<file path="src/rtl/uart_tx_arbiter_pkg.sv">
// Shared types and constants for the UART transmit arbiter.
// The frame_cycles helper gives the transmitter frame length used to size TIMEOUT.
package uart_tx_arbiter_pkg;

    localparam int STATE_W = 2;

    typedef enum logic [STATE_W-1:0] {
        IDLE   = 2'd0,
        LAUNCH = 2'd1,
        WAIT   = 2'd2,
        DONE   = 2'd3
    } arb_state_e;

    // Cycles for one transmitter frame (start + data + parity + stop bits), CLOCK = cycles per bit.
    function automatic int frame_cycles(input int data_size, input int clock);
        return (data_size + 3) * clock;
    endfunction

endpackage

</file>
<file path="src/rtl/uart_tx_arbiter_if.sv">
// Client and transmitter signals seen by the arbiter.
// master = arbiter view, slave = clients plus transmitter view.
interface uart_tx_arbiter_if #(
    parameter int NUM_REQ   = 4,
    parameter int DATA_SIZE = 8
) ();
    localparam int ID_W = $clog2(NUM_REQ);

    logic [NUM_REQ-1:0]           req;
    logic [NUM_REQ*DATA_SIZE-1:0] req_data;
    logic [NUM_REQ-1:0]           ack;
    logic                         err;
    logic                         busy;
    logic [ID_W-1:0]              grant_id;
    logic [DATA_SIZE-1:0]         tx_din;
    logic                         tx_send_req;
    logic                         tx_send_ack;

    modport master (
        input  req, req_data, tx_send_ack,
        output ack, err, busy, grant_id, tx_din, tx_send_req
    );

    modport slave (
        output req, req_data, tx_send_ack,
        input  ack, err, busy, grant_id, tx_din, tx_send_req
    );
endinterface

</file>
<file path="src/rtl/uart_tx_arbiter_rr_priority_pick.sv">
// Round-robin pick: rotate requests so the slot after 'last' is bit 0,
// find the first set bit, then rotate the index back.
module rr_priority_pick
    import uart_tx_arbiter_pkg::*;
#(
    parameter int NUM_REQ = 4,
    parameter int ID_W    = $clog2(NUM_REQ)
) (
    input  logic [NUM_REQ-1:0] req,
    input  logic [ID_W-1:0]    last,
    output logic               any,
    output logic [ID_W-1:0]    idx
);
    logic [2*NUM_REQ-1:0] dbl;
    logic [NUM_REQ-1:0]   rot;
    logic [ID_W:0]        start;
    logic [ID_W:0]        off;
    logic [ID_W:0]        sum;

    always_comb begin
        any   = |req;
        dbl   = {req, req};
        start = {1'b0, last} + (ID_W+1)'(1);
        rot   = NUM_REQ'(dbl >> start);
        off   = '0;
        for (int i = NUM_REQ - 1; i >= 0; i--) begin
            if (rot[i]) off = (ID_W+1)'(i);
        end
        sum = start + off;
        if (sum >= (ID_W+1)'(NUM_REQ)) sum = sum - (ID_W+1)'(NUM_REQ);
        idx = sum[ID_W-1:0];
    end
endmodule

</file>
<file path="src/rtl/uart_tx_arbiter.sv">
// Round-robin sequencer sharing one UART transmitter among NUM_REQ clients,
// with a watchdog that aborts a frame whose send_ack never arrives.
module uart_tx_arbiter
    import uart_tx_arbiter_pkg::*;
#(
    parameter int NUM_REQ   = 4,
    parameter int DATA_SIZE = 8,
    parameter int TIMEOUT   = 1048575,
    parameter int ID_W      = $clog2(NUM_REQ),
    parameter int TMO_W     = $clog2(TIMEOUT + 1)
) (
    input  logic              clk,
    input  logic              reset_n,
    uart_tx_arbiter_if.master bus
);
    localparam logic [TMO_W-1:0] TMO_LAST = TMO_W'(TIMEOUT - 1);
    localparam logic [ID_W-1:0]  ID_RESET = ID_W'(NUM_REQ - 1);

    arb_state_e           state_q, state_d;
    logic [ID_W-1:0]      grant_id_q, grant_id_d;
    logic [DATA_SIZE-1:0] tx_din_q, tx_din_d;
    logic                 tx_send_req_q, tx_send_req_d;
    logic [NUM_REQ-1:0]   ack_q, ack_d;
    logic                 err_q, err_d;
    logic                 busy_q, busy_d;
    logic [TMO_W-1:0]     watchdog_q, watchdog_d;

    logic                 pick_any;
    logic [ID_W-1:0]      pick_idx;

    rr_priority_pick #(
        .NUM_REQ (NUM_REQ),
        .ID_W    (ID_W)
    ) u_pick (
        .req  (bus.req),
        .last (grant_id_q),
        .any  (pick_any),
        .idx  (pick_idx)
    );

    always_comb begin
        state_d       = state_q;
        grant_id_d    = grant_id_q;
        tx_din_d      = tx_din_q;
        tx_send_req_d = 1'b0;
        ack_d         = '0;
        err_d         = 1'b0;
        watchdog_d    = watchdog_q;
        case (state_q)
            IDLE: begin
                if (pick_any) begin
                    grant_id_d    = pick_idx;
                    tx_din_d      = bus.req_data[pick_idx*DATA_SIZE +: DATA_SIZE];
                    tx_send_req_d = 1'b1;
                    state_d       = LAUNCH;
                end
            end
            LAUNCH: begin
                watchdog_d = '0;
                state_d    = WAIT;
            end
            WAIT: begin
                watchdog_d = watchdog_q + TMO_W'(1);
                // A genuine ack takes precedence over a coincident expiry.
                if (bus.tx_send_ack) begin
                    ack_d[grant_id_q] = 1'b1;
                    state_d           = DONE;
                end else if (watchdog_q == TMO_LAST) begin
                    ack_d[grant_id_q] = 1'b1;
                    err_d             = 1'b1;
                    state_d           = DONE;
                end
            end
            DONE:    state_d = IDLE;
            default: state_d = IDLE;
        endcase
        busy_d = (state_d != IDLE);
    end

    always_ff @(posedge clk or negedge reset_n) begin
        if (!reset_n) begin
            state_q       <= IDLE;
            grant_id_q    <= ID_RESET;
            tx_din_q      <= '0;
            tx_send_req_q <= 1'b0;
            ack_q         <= '0;
            err_q         <= 1'b0;
            busy_q        <= 1'b0;
            watchdog_q    <= '0;
        end else begin
            state_q       <= state_d;
            grant_id_q    <= grant_id_d;
            tx_din_q      <= tx_din_d;
            tx_send_req_q <= tx_send_req_d;
            ack_q         <= ack_d;
            err_q         <= err_d;
            busy_q        <= busy_d;
            watchdog_q    <= watchdog_d;
        end
    end

    assign bus.ack         = ack_q;
    assign bus.err         = err_q;
    assign bus.busy        = busy_q;
    assign bus.grant_id    = grant_id_q;
    assign bus.tx_din      = tx_din_q;
    assign bus.tx_send_req = tx_send_req_q;

    a_ack_onehot: assert property (@(posedge clk) disable iff (!reset_n) $onehot0(ack_q));
endmodule

</file>
<file path="src/flat_wrapper.sv">
// flat-port wrapper written by rule: the top's interface ports become plain ports
module uart_tx_arbiter_flat import uart_tx_arbiter_pkg::*;
#(
    parameter int NUM_REQ   = 4,
    parameter int DATA_SIZE = 8,
    parameter int TIMEOUT   = 1048575,
    parameter int ID_W      = $clog2(NUM_REQ),
    parameter int TMO_W     = $clog2(TIMEOUT + 1)
)
  (clk, reset_n, bus_req, bus_req_data, bus_tx_send_ack, bus_ack, bus_err, bus_busy, bus_grant_id, bus_tx_din, bus_tx_send_req);
  uart_tx_arbiter_if #(.NUM_REQ(NUM_REQ), .DATA_SIZE(DATA_SIZE)) bus_i ();
  input  logic clk;
  input  logic reset_n;
  input wire logic [$bits(bus_i.req)-1:0] bus_req;
  input wire logic [$bits(bus_i.req_data)-1:0] bus_req_data;
  input wire logic [$bits(bus_i.tx_send_ack)-1:0] bus_tx_send_ack;
  output wire logic [$bits(bus_i.ack)-1:0] bus_ack;
  output wire logic [$bits(bus_i.err)-1:0] bus_err;
  output wire logic [$bits(bus_i.busy)-1:0] bus_busy;
  output wire logic [$bits(bus_i.grant_id)-1:0] bus_grant_id;
  output wire logic [$bits(bus_i.tx_din)-1:0] bus_tx_din;
  output wire logic [$bits(bus_i.tx_send_req)-1:0] bus_tx_send_req;
  assign bus_i.req = bus_req;
  assign bus_i.req_data = bus_req_data;
  assign bus_i.tx_send_ack = bus_tx_send_ack;
  assign bus_ack = bus_i.ack;
  assign bus_err = bus_i.err;
  assign bus_busy = bus_i.busy;
  assign bus_grant_id = bus_i.grant_id;
  assign bus_tx_din = bus_i.tx_din;
  assign bus_tx_send_req = bus_i.tx_send_req;
  uart_tx_arbiter #(.NUM_REQ(NUM_REQ), .DATA_SIZE(DATA_SIZE), .TIMEOUT(TIMEOUT), .ID_W(ID_W), .TMO_W(TMO_W)) u_core (.clk(clk), .reset_n(reset_n), .bus(bus_i));
endmodule
</file>
<file path="config.mk">
export PLATFORM = sky130hd
export DESIGN_NAME = uart_tx_arbiter_flat
export DESIGN_NICKNAME = d
export VERILOG_FILES = /design/src/rtl/uart_tx_arbiter_pkg.sv /design/src/rtl/uart_tx_arbiter_if.sv /design/src/rtl/uart_tx_arbiter_rr_priority_pick.sv /design/src/rtl/uart_tx_arbiter.sv /design/src/flat_wrapper.sv
export SDC_FILE = /design/constraint.sdc
export NUM_CORES = 1
export LEC_CHECK = 0
export CELL_PAD_IN_SITES_DETAIL_PLACEMENT = 0
export CELL_PAD_IN_SITES_GLOBAL_PLACEMENT = 1
export CORE_ASPECT_RATIO = 1.2
export CORE_MARGIN = 2
export CORE_UTILIZATION = 38
export CTS_BUF_LIST = sky130_fd_sc_hd__clkbuf_8 sky130_fd_sc_hd__clkbuf_16
export DETAILED_ROUTE_END_ITERATION = 16
export PLACE_DENSITY = 0.91
export SYNTH_ARGS = -nofsm -noshare
export SYNTH_HDL_FRONTEND = slang
export SYNTH_SLANG_ARGS = --single-unit
</file>
<file path="constraint.sdc">
create_clock -name clk -period 3.55 [get_ports clk]
set_input_delay 0.8875 -clock clk [delete_from_list [all_inputs] [get_ports clk]]
set_output_delay 0.8875 -clock clk [all_outputs]
set_load 0.05 [all_outputs]
</file>
==> flow_summary.toml, run 1 <==
[global_route]
grt_max_degree = 40
grt_pass1_vias = 2181
gr-total-overflow = 0
grt_pass1_wl_um = 9830
grt_util_all_layers = 0.169
antenna_found_initial = 0

[timing]
setup_viol = 0
maxSlewHeadroom = 0.315
setup-tns-final_ns = 0
hold_violations = 0
worst_pin_slew_ns = 1.03
fin_skew_ns = 0.00895
fin_crit_ns = 3.26
fin_crit_sh = 0.918
rsz0062_at_grt = "no"
drv_slew = 0
fmax_ghz = 0.307
setup_slack_ns = 0.290

[detailed_routing]
drt-pass1-iter-count = 4
routedWlPerCell_um = 13.4
drtIter0Drc = 118
ant_nets = 0
viasPerCell = 5.26
wl_um = 5380
vias = 2108
drc_errors = 0

[layout]
final_cell_mix = "54 x clkdlybuf4s50_1, 37 x dfrtp_1, 35 x nor2_1, 18 x mux2i_1, 17 x nand2_1"
post-route-cell-area_sq_um = 3260
fillers = 586
multi_input_area_sq_um = 1370
final_nets = 362
seq_area_sq_um = 978
drive_above_1_share = 0.113
syn_to_final_growth_pct = 33.9
diodes = 0
layout_commonest_cell = "clkdlybuf4s50_1"

[pwr]
clkPwrFrac = 0.136
p_switching_uw = 1280
p_comb_frac = 0.634
swShare = 0.459
p_int_uw = 1510
peakVddDrop_v = 0.000445
p_seq_frac = 0.229
power_density_nw_per_um2 = 856
p_leak_uw = 0.00138

[logic_synthesis]
syn_area_per_cell_sq_um = 9.51
yosysSeqAreaShare = 0.402
synthTopCellsByArea = "dfrtp_1 38%, mux2i_1 7.4%, nor2_1 5.4%"
synth_top_area_cell = "dfrtp_1"
synth-edff-count = 0
syn_inst = 256
postSynth.asyncResetShare = 1.00
syn_nets = 300
synth-main-ff-cell = "dfrtp_1"
syn_area_sq_um = 2430
synth_cell_types = 40
ys_seq_elements = 39
ys.warnings.count = 0
yosysTopAreaCellShare = 0.380

[floorplan]
core_area_sq_um = 6130
die_w_um = 77.1
rows = 31
io_pins = 56
start_util = 0.397
die_h_um = 91.7
die_area_sq_um = 7070

[placement]
placedInstanceArea_sq_um = 3140
pre_cts_ws_ns = 0.0118
globalplace.congestion = 0.771
numPortBuffers = 55
dp_hpwl_um = 3920

[worst_setup_path]
critPathLaunchType = "input port"
critPathTopFamily = "compound AO/OA/AOI/OAI gates"
cpMostUsedCell = "o21ai_0"
slowest_delay_ns = 0.56
cp.buffers_inverters = 2
cp-end-kind = "register"
worstPathMaxFanout = 17
cp_slowest_cell = "clkdlybuf4s50_1"
required_ns = 3.70
worstSetupPathType = "in -> reg"
crit_chain = "clkdlybuf4s50_1 -> nor2b_1 -> a21oi_1 -> o221ai_1 -> o21ai_0 -> ha_1 -> buf_12 -> mux2i_1 -> nor2_1 -> o21a_1 -> o21ai_0 -> o311ai_2"
crit_arrival_ns = 3.41

[cts]
numCtsBuffers = 5
ctsResizeCount = 0
cts_setup_buffers = 0
cts_buffer_depth = 2
clkTransAtPathRegs_ns = 0.07
htreeDepth = 2
root_buffer = "clkbuf_8"
hold_buffers = 0
cts_tree = "done"
clock_sinks = 39
clock_latency_ns = 0.29

[hold_path]
hold_class = "reg -> reg"

[run_status]
status = "finished clean"

[run]
max_cap_viol_count = 0
registers in the layout, summed over array words and instances (netlist names):
| name | flops |
|---|---|
| u_core.bus.ack | 4 |
| u_core.watchdog_q | 20 |
| u_core.state_q | 2 |
| u_core.bus.tx_send_req | 1 |
| u_core.bus.busy | 1 |
| u_core.bus.grant_id | 2 |
| u_core.bus.err | 1 |
| u_core.bus.tx_din | 8 |
final cells by class:
cell class              count  area share
multi-input cells         193       0.419
clock buffers               6      0.0253
flip-flops and latches     39       0.300
clock inverters             2      0.0107
inverters                  12      0.0142
repair buffers             67       0.199
well taps                  82      0.0315
worst register-to-register path, stage by stage, from the launching register on:
cell and delay [ns]:
dfstp_2 0.70, nand2_1 0.12, a2bb2oi_1 0.16, o22ai_1 0.09, o21ai_0 0.16, ha_1 0.28
buf_12 0.17, mux2i_1 0.28, nor2_1 0.09, o21a_1 0.18, o21ai_0 0.20, o311ai_2 0.14
path summary, 6_finish.rpt:
kind	from	end	slack, ns	cells past startpoint
max	bus_req[0]	u_core.bus.tx_din[7]	0.29	12
min	u_core.bus.tx_din[0]	u_core.bus.tx_din[0]	0.51	2
max reg2reg	u_core.bus.grant_id[1]	u_core.bus.tx_din[7]	0.85	11
min reg2reg	u_core.bus.tx_din[0]	u_core.bus.tx_din[0]	0.51	2
max in group asynchronous	reset_n	u_core.state_q[0]	2.32	1
min in group asynchronous	reset_n	u_core.watchdog_q[18]	0.70	1
Yosys cell counts, drive strengths merged, types with 2 or more instances:
cell type,n
a211oi,8
a2bb2oi,9
and3,2
and4,2
buf,5
clkbuf,7
dfrtp,37
dfstp,2
ha,5
inv,11
mux2i,19
nand2,17
nand2b,3
nand3,8
nand4,7
nor2,35
nor2b,5
nor3,10
o21a,9
o21ai,17
o311ai,8
xnor2,5
xor2,12
cells by family after synthesis:
kind of cell	share of synthesized area
flip-flops	0.402
XOR/XNOR	0.0642
AND/OR/NAND/NOR	0.180
AO/OA/AOI/OAI	0.206
adder cells (fa/ha/maj)	0.0257
multiplexers	0.0832
buffers and inverters	0.0396
power by group through the flow:
stage | clock network, uW | registers [uW] | logic (uW)
finish | 381 | 640 | 1770
global route | 410 | 658 | 1930
CTS | 390 | 641 | 1790
detailed placement | 0 | 647 | 1780
global placement | 0 | 651 | 1760
floorplan | 0 | 870 | 1040
stage by stage:
stage / total power, uW / hold slack, ns / std cells / utilization
CTS: 2820 / 0.529 / 401 / 0.532
global route: 2990 / 0.541 / 401 / 0.532
global placement: 2410 / 0.507 / 393 / 0.513
floorplan: 1910 / 0.484 / 256 / -
detailed placement: 2430 / 0.500 / 393 / 0.513
finish: 2790 / 0.514 / 401 / 0.532
layer usage:
layer	GRT usage	up-vias	part of all wire
met3	0.0276	5	0.037
li1	-	1041	-
met4	0.0774	0	0.014
met2	0.274	57	0.47
met1	0.221	1005	0.47
met5	0	-	0
(Power assumes the default switching activity.)
==> inputs of run 2 (changes only) <==
--- a/config.mk
+++ b/config.mk
@@ -10,7 +10,6 @@
 export CORE_ASPECT_RATIO = 1.2
 export CORE_MARGIN = 2
 export CORE_UTILIZATION = 38
-export CTS_BUF_LIST = sky130_fd_sc_hd__clkbuf_8 sky130_fd_sc_hd__clkbuf_16
 export DETAILED_ROUTE_END_ITERATION = 16
 export PLACE_DENSITY = 0.91
 export SYNTH_ARGS = -nofsm -noshare
==> results of run 2 <==
Final layout, timing and power as in run 1 (identical DEF).
